==> config.mk <==
export PLATFORM = sky130hd
export DESIGN_NAME = muldiv_hilo_flat
export DESIGN_NICKNAME = d
export VERILOG_FILES = /design/src/rtl/muldiv_hilo_if.sv /design/src/rtl/muldiv_hilo.sv /design/src/flat_wrapper.sv
export SDC_FILE = /design/constraint.sdc
export NUM_CORES = 2
export LEC_CHECK = 0
export BUFFER_PORTS_ARGS = -buffer_cell sky130_fd_sc_hd__buf_2
export CAP_MARGIN = 20
export CORE_ASPECT_RATIO = 1.1
export CORE_UTILIZATION = 35
export CTS_CLUSTER_DIAMETER = 80
export CTS_CLUSTER_SIZE = 8
export DETAILED_ROUTE_END_ITERATION = 16
export SYNTH_ARGS = -nofsm -noshare
export SYNTH_HDL_FRONTEND = slang
export SYNTH_SLANG_ARGS = --single-unit
==> constraint.sdc <==
create_clock -name clk -period 8 [get_ports clk]
set_clock_uncertainty 0.2 [all_clocks]
set_input_delay 0 -clock clk [delete_from_list [all_inputs] [get_ports clk]]
set_output_delay 0 -clock clk [all_outputs]
set_load 0.01 [all_outputs]
==> src/rtl/muldiv_hilo_if.sv <==
// E-stage and W-stage signal bundle between the pipeline and the mul/div + HI/LO unit.
// The pipeline side drives operands and strobes; the unit side returns results, stall and HI/LO.
interface muldiv_hilo_if #(
   parameter int WIDTH = 32
);
   logic             mul_startE;
   logic             div_startE;
   logic             signedE;
   logic [WIDTH-1:0] srcaE;
   logic [WIDTH-1:0] srcbE;
   logic             cancelE;
   logic             stall_o;
   logic [WIDTH-1:0] result_hiE;
   logic [WIDTH-1:0] result_loE;
   logic             result_vldE;
   logic             HiLoWriteW;
   logic [WIDTH-1:0] hi_inW;
   logic [WIDTH-1:0] lo_inW;
   logic [WIDTH-1:0] hi_o;
   logic [WIDTH-1:0] lo_o;

   modport master (
      output mul_startE, div_startE, signedE, srcaE, srcbE, cancelE,
      output HiLoWriteW, hi_inW, lo_inW,
      input  stall_o, result_hiE, result_loE, result_vldE, hi_o, lo_o
   );

   modport slave (
      input  mul_startE, div_startE, signedE, srcaE, srcbE, cancelE,
      input  HiLoWriteW, hi_inW, lo_inW,
      output stall_o, result_hiE, result_loE, result_vldE, hi_o, lo_o
   );
endinterface

==> src/rtl/muldiv_hilo.sv <==
// MULT/MULTU/DIV/DIVU execute unit with architectural HI/LO registers.
// Multiply is combinational; divide is a restoring shift-subtract FSM on operand magnitudes.
module muldiv_hilo #(
   parameter int WIDTH     = 32,
   parameter int DIV_ITERS = WIDTH
) (
   input logic         clk,
   input logic         rst,
   muldiv_hilo_if.slave bus
);
   localparam int CNT_W = (DIV_ITERS > 1) ? $clog2(DIV_ITERS) : 1;

   localparam logic [1:0] S_IDLE = 2'd0;
   localparam logic [1:0] S_DIV  = 2'd1;
   localparam logic [1:0] S_DONE = 2'd2;

   logic [1:0]       state;
   logic [1:0]       state_nxt;
   logic [CNT_W-1:0] cnt;

   logic [WIDTH-1:0] rem;
   logic [WIDTH-1:0] quo;
   logic [WIDTH-1:0] dvs;
   logic             neg_q;
   logic             neg_r;

   logic [WIDTH-1:0] a_abs;
   logic [WIDTH-1:0] b_abs;
   logic [WIDTH:0]   rem_sh;
   logic             fits;

   logic signed [2*WIDTH-1:0] opa_x;
   logic signed [2*WIDTH-1:0] opb_x;
   logic signed [2*WIDTH-1:0] prod;

   logic             stall;
   logic             vld;
   logic [WIDTH-1:0] res_hi;
   logic [WIDTH-1:0] res_lo;
   logic [WIDTH-1:0] hi_q;
   logic [WIDTH-1:0] lo_q;

   function automatic logic [WIDTH-1:0] magnitude(input logic [WIDTH-1:0] v, input logic is_signed);
      return (is_signed && v[WIDTH-1]) ? -v : v;
   endfunction

   function automatic logic [WIDTH-1:0] apply_sign(input logic [WIDTH-1:0] mag, input logic neg);
      return neg ? -mag : mag;
   endfunction

   // Sign-extending to 2*WIDTH lets one multiplier serve both signed and unsigned forms.
   assign opa_x = $signed({{WIDTH{bus.signedE & bus.srcaE[WIDTH-1]}}, bus.srcaE});
   assign opb_x = $signed({{WIDTH{bus.signedE & bus.srcbE[WIDTH-1]}}, bus.srcbE});
   assign prod  = opa_x * opb_x;

   assign a_abs  = magnitude(bus.srcaE, bus.signedE);
   assign b_abs  = magnitude(bus.srcbE, bus.signedE);
   assign rem_sh = {rem, quo[WIDTH-1]};
   assign fits   = rem_sh >= {1'b0, dvs};

   always_comb begin
      state_nxt = state;
      case (state)
         S_IDLE:  if (bus.div_startE) state_nxt = S_DIV;
         S_DIV:   if (cnt == CNT_W'(DIV_ITERS - 1)) state_nxt = S_DONE;
         S_DONE:  state_nxt = S_IDLE;
         default: state_nxt = S_IDLE;
      endcase
      if (bus.cancelE) state_nxt = S_IDLE;
   end

   always_ff @(posedge clk) begin
      if (rst) begin
         state <= S_IDLE;
         cnt   <= '0;
      end else begin
         state <= state_nxt;
         if (state == S_IDLE)
            cnt <= '0;
         else if (state == S_DIV)
            cnt <= cnt + CNT_W'(1);
      end
   end

   // Divider datapath: quo doubles as the dividend shift register and collects quotient bits.
   always_ff @(posedge clk) begin
      if (state == S_IDLE && bus.div_startE && !bus.cancelE) begin
         rem   <= '0;
         quo   <= a_abs;
         dvs   <= b_abs;
         neg_q <= bus.signedE & (bus.srcaE[WIDTH-1] ^ bus.srcbE[WIDTH-1]);
         neg_r <= bus.signedE & bus.srcaE[WIDTH-1];
      end else if (state == S_DIV) begin
         rem <= fits ? rem_sh[WIDTH-1:0] - dvs : rem_sh[WIDTH-1:0];
         quo <= {quo[WIDTH-2:0], fits};
      end
   end

   always_comb begin
      stall  = 1'b0;
      vld    = 1'b0;
      res_hi = '0;
      res_lo = '0;
      if (!rst && !bus.cancelE) begin
         case (state)
            S_IDLE: begin
               if (bus.div_startE) begin
                  stall = 1'b1;
               end else if (bus.mul_startE) begin
                  vld    = 1'b1;
                  res_hi = prod[2*WIDTH-1:WIDTH];
                  res_lo = prod[WIDTH-1:0];
               end
            end
            S_DIV:  stall = 1'b1;
            S_DONE: begin
               vld    = 1'b1;
               res_hi = apply_sign(rem, neg_r);
               res_lo = apply_sign(quo, neg_q);
            end
            default: ;
         endcase
      end
   end

   always_ff @(posedge clk) begin
      if (rst) begin
         hi_q <= '0;
         lo_q <= '0;
      end else if (bus.HiLoWriteW) begin
         hi_q <= bus.hi_inW;
         lo_q <= bus.lo_inW;
      end
   end

   assign bus.stall_o     = stall;
   assign bus.result_vldE = vld;
   assign bus.result_hiE  = res_hi;
   assign bus.result_loE  = res_lo;
   assign bus.hi_o        = hi_q;
   assign bus.lo_o        = lo_q;
endmodule

==> src/flat_wrapper.sv <==
// flat-port wrapper written by rule: the top's interface ports become plain ports
module muldiv_hilo_flat 
#(
   parameter int WIDTH     = 32,
   parameter int DIV_ITERS = WIDTH
)
  (clk, rst, bus_mul_startE, bus_div_startE, bus_signedE, bus_srcaE, bus_srcbE, bus_cancelE, bus_HiLoWriteW, bus_hi_inW, bus_lo_inW, bus_stall_o, bus_result_hiE, bus_result_loE, bus_result_vldE, bus_hi_o, bus_lo_o);
  muldiv_hilo_if #(.WIDTH(WIDTH)) bus_i ();
  input logic clk;
  input logic rst;
  input wire logic [$bits(bus_i.mul_startE)-1:0] bus_mul_startE;
  input wire logic [$bits(bus_i.div_startE)-1:0] bus_div_startE;
  input wire logic [$bits(bus_i.signedE)-1:0] bus_signedE;
  input wire logic [$bits(bus_i.srcaE)-1:0] bus_srcaE;
  input wire logic [$bits(bus_i.srcbE)-1:0] bus_srcbE;
  input wire logic [$bits(bus_i.cancelE)-1:0] bus_cancelE;
  input wire logic [$bits(bus_i.HiLoWriteW)-1:0] bus_HiLoWriteW;
  input wire logic [$bits(bus_i.hi_inW)-1:0] bus_hi_inW;
  input wire logic [$bits(bus_i.lo_inW)-1:0] bus_lo_inW;
  output wire logic [$bits(bus_i.stall_o)-1:0] bus_stall_o;
  output wire logic [$bits(bus_i.result_hiE)-1:0] bus_result_hiE;
  output wire logic [$bits(bus_i.result_loE)-1:0] bus_result_loE;
  output wire logic [$bits(bus_i.result_vldE)-1:0] bus_result_vldE;
  output wire logic [$bits(bus_i.hi_o)-1:0] bus_hi_o;
  output wire logic [$bits(bus_i.lo_o)-1:0] bus_lo_o;
  assign bus_i.mul_startE = bus_mul_startE;
  assign bus_i.div_startE = bus_div_startE;
  assign bus_i.signedE = bus_signedE;
  assign bus_i.srcaE = bus_srcaE;
  assign bus_i.srcbE = bus_srcbE;
  assign bus_i.cancelE = bus_cancelE;
  assign bus_i.HiLoWriteW = bus_HiLoWriteW;
  assign bus_i.hi_inW = bus_hi_inW;
  assign bus_i.lo_inW = bus_lo_inW;
  assign bus_stall_o = bus_i.stall_o;
  assign bus_result_hiE = bus_i.result_hiE;
  assign bus_result_loE = bus_i.result_loE;
  assign bus_result_vldE = bus_i.result_vldE;
  assign bus_hi_o = bus_i.hi_o;
  assign bus_lo_o = bus_i.lo_o;
  muldiv_hilo #(.WIDTH(WIDTH), .DIV_ITERS(DIV_ITERS)) u_core (.clk(clk), .rst(rst), .bus(bus_i));
endmodule
==> impl_metrics.tcl <==
set metrics [dict create \
    dp_hpwl_mm 132.2 \
    synthCells 5537 \
    avgSynthCellArea_sq_um 8.875 \
    fin_crit_sh_pct 97.30 \
    route.detailed.drc 0 \
    final_area_sq_um 57730 \
    synth_largest_area_cell "fa_1" \
    antenna_found_initial 13 \
    required_ns 7.80 \
    whs_ns -0.002660 \
    max_freq_mhz 128.5 \
    cts_tree "yes" \
    netlist_area_sq_um 49140 \
    synth_edf_count 66 \
    drt_wl_total_mm 155.6 \
    slew_headroom_pct 29.13 \
    routedWlPerCell_microns 19.71 \
    track_usage_pct 22.62 \
    worstSetupPathType "input port to primary output" \
    dp.cells 7741 \
    syn_to_final_growth_pct 17.47 \
    drtAntennaViolNets 0 \
    n_fill_cell 13780 \
    final_hold_viol_count 1 \
    arrival_ns 7.58 \
    hp-start "bus_srcbE[2]" \
    clockBufferDepth 2 \
    worst_setup_path_end_kind "primary output" \
    grt_pass1_wl_mm 249.4 \
    initial_core_util_pct 35.44 \
    hold_class "input port to flip-flop" \
    status "finished with violations" \
    insertion_delay_ns 0.46 \
    synth.distinct_cells 72 \
    final_nets 7579 \
    synthTopCellsByCount "inv_1, fa_1, nand2_1" \
    fp.dieW_microns 359.3 \
    cts_buffers 17 \
    coreArea_sq_um 138700 \
    ys_seq_elements 169 \
    grt_overflow 0 \
    setup_viol 0 \
    synthFlopType "dfxtp_1" \
    violations "hold timing" \
    ys_warn_count 0 \
    r2r-start "u_core.dvs[1]" \
    dpl_cell_area_sq_um 55390 \
    grt_max_degree 74 \
    yosysMostFrequentCell "inv_1" \
    postLayoutCoreUtil_pct 41.63 \
    rows 143 \
    root_buffer "clkbuf_16" \
    start_kind "input port" \
    grt_pass1_vias 43130 \
    drt_iter0_markers 2735 \
    slew_viol_final 0 \
    fin_cells 7897 \
    clock-sinks 169 \
    synth_top_area_share_pct 45.87 \
    netlist_top_cells_area "fa_1, inv_1, ha_1, nand2_1, and2_1" \
    crit_fanout 22 \
    via_count 39720 \
    fp.dieH_microns 395.0 \
    portBuffers 264 \
    cts_max_level 4 \
    seq_area_frac_synth_pct 8.229 \
    layout-drive-gt1-share_pct 13.91 \
    syn-num-nets 7049 \
    io_pins 265 \
    post-route-min-period_ns 7.784 \
    dieArea_sq_um 141900 \
    async_flop_share_pct 0 \
    cap_viol_max_count 0 \
    worstMarginPinSlew_ns 1.063 \
    vias_per_cell 5.029 \
    drtPass1Iterations 6 \
    place_congestion 0.9278 \
    crit_start "bus_srcaE[24]" \
    clk_pin_slew_ns 0.06 \
]
[worst max-delay path: stages]
cell     delay, ns
buf_2         0.22
buf_4         0.36
nand2_1       0.13
fa_1          0.52
fa_1          0.55
inv_1         0.05
fa_1          0.56
fa_1          0.45
fa_1          0.62
fa_1          0.45
fa_1          0.50
inv_1         0.05
fa_1          0.47
inv_1         0.05
ha_1          0.29
a21o_1        0.22
a31oi_2       0.19
nor2b_4       0.21
buf_4         0.12
a41o_4        0.26
nor3_4        0.07
or3_4         0.40
a21oi_2       0.15
buf_4         0.15
mux2i_1       0.07
or2_2         0.31
buf_2         0.15
[area by class of cell]
class | count | area, sq um | share of cell area, %
timing repair buffer | 860 | 6678 | 11.57
multi-input combinational | 3836 | 39680 | 68.74
sequential | 169 | 4044 | 7.005
clock inverter | 10 | 93.84 | 0.1626
tap | 1812 | 2267 | 3.927
clock buffer | 22 | 508.0 | 0.8800
antenna | 5 | 12.51 | 0.02167
inverter | 1183 | 4444 | 7.699
[logic make-up after synthesis]
kind of cell             Yosys count  synth area share [%]
AND/OR/NAND/NOR                 1647                 15.68
buffers and inverters           1532                 11.71
adder cells (fa/ha/maj)         1377                 52.26
AO/OA/AOI/OAI                    525                 6.811
XOR/XNOR                         214                 3.814
flip-flops                       169                 8.229
multiplexers                      73                 1.487
[layout by cell type, fill, tap and decap left out, types with 23 or more instances in the layout]
cell,count
nand3_1,34
dfxtp_1,103
a21o_1,47
nand2_1,818
edfxtp_1,66
nor3_1,29
nand4_1,23
xnor2_1,123
nor2_1,224
nand2b_1,30
ha_1,251
xor2_1,88
buf_4,442
o31ai_1,28
a22oi_1,35
a21oi_1,108
o21ai_0,134
fa_1,1123
inv_1,1179
mux2i_1,73
dlygate4sd3_1,118
buf_2,232
and3_1,24
buf_12,31
and2_1,356
[registers in the layout, indices dropped and copies added, names as in the netlist]
| name | cells |
|---|---|
| u_core.bus.hi_o | 32 |
| u_core.bus.lo_o | 32 |
| u_core.cnt | 5 |
| u_core.dvs | 32 |
| u_core.neg_q | 1 |
| u_core.neg_r | 1 |
| u_core.quo | 32 |
| u_core.rem | 32 |
| u_core.state | 2 |
[layer usage]
layer / GRT usage (%) / wire, microns / vias up
met3: 2.381 / 8665 / 266
met2: 41.12 / 80230 / 1259
met4: 6.645 / 5191 / 8
met1: 28.11 / 61500 / 20550
li1: - / - / 17630
met5: 0 / 56 / -
[per-stage QoR]
stage	TNS (ns)	hold slack, ns	setup WS (ns)
6_report	0	-0.002660	0.2157
3_3_place_gp	-1.389	0.03038	-0.1963
2_1_floorplan	0	-0.1419	0.2977
3_5_place_dp	-1.964	0.04204	-0.2352
4_1_cts	0	0.01722	0.007923
5_1_grt	-0.01324	0.005298	-0.007646
[worst paths after layout]
kind / end / cells past startpoint / slack [ns]
max: bus_result_hiE[24] / 27 / 0.22
min: u_core.dvs[2] / 3 / -0.003
max reg2reg: u_core.rem[13] / 12 / 3.63
min reg2reg: u_core.bus.lo_o[25] / 2 / 0.29
[what timing repair did]
item / in CTS / in global routing
hold buffers: 117 / 1
endpoints found under the hold margin: 75 / 1
gates resized for setup: 29 / 114
pin swaps: 0 / 19
gates cloned: 0 / 1
setup buffers: 1 / 2
setup endpoints to repair: 21 / 27
Power is not shown: default switching activity piles up to over one toggle a cycle in this logic, so the estimate is an artifact.
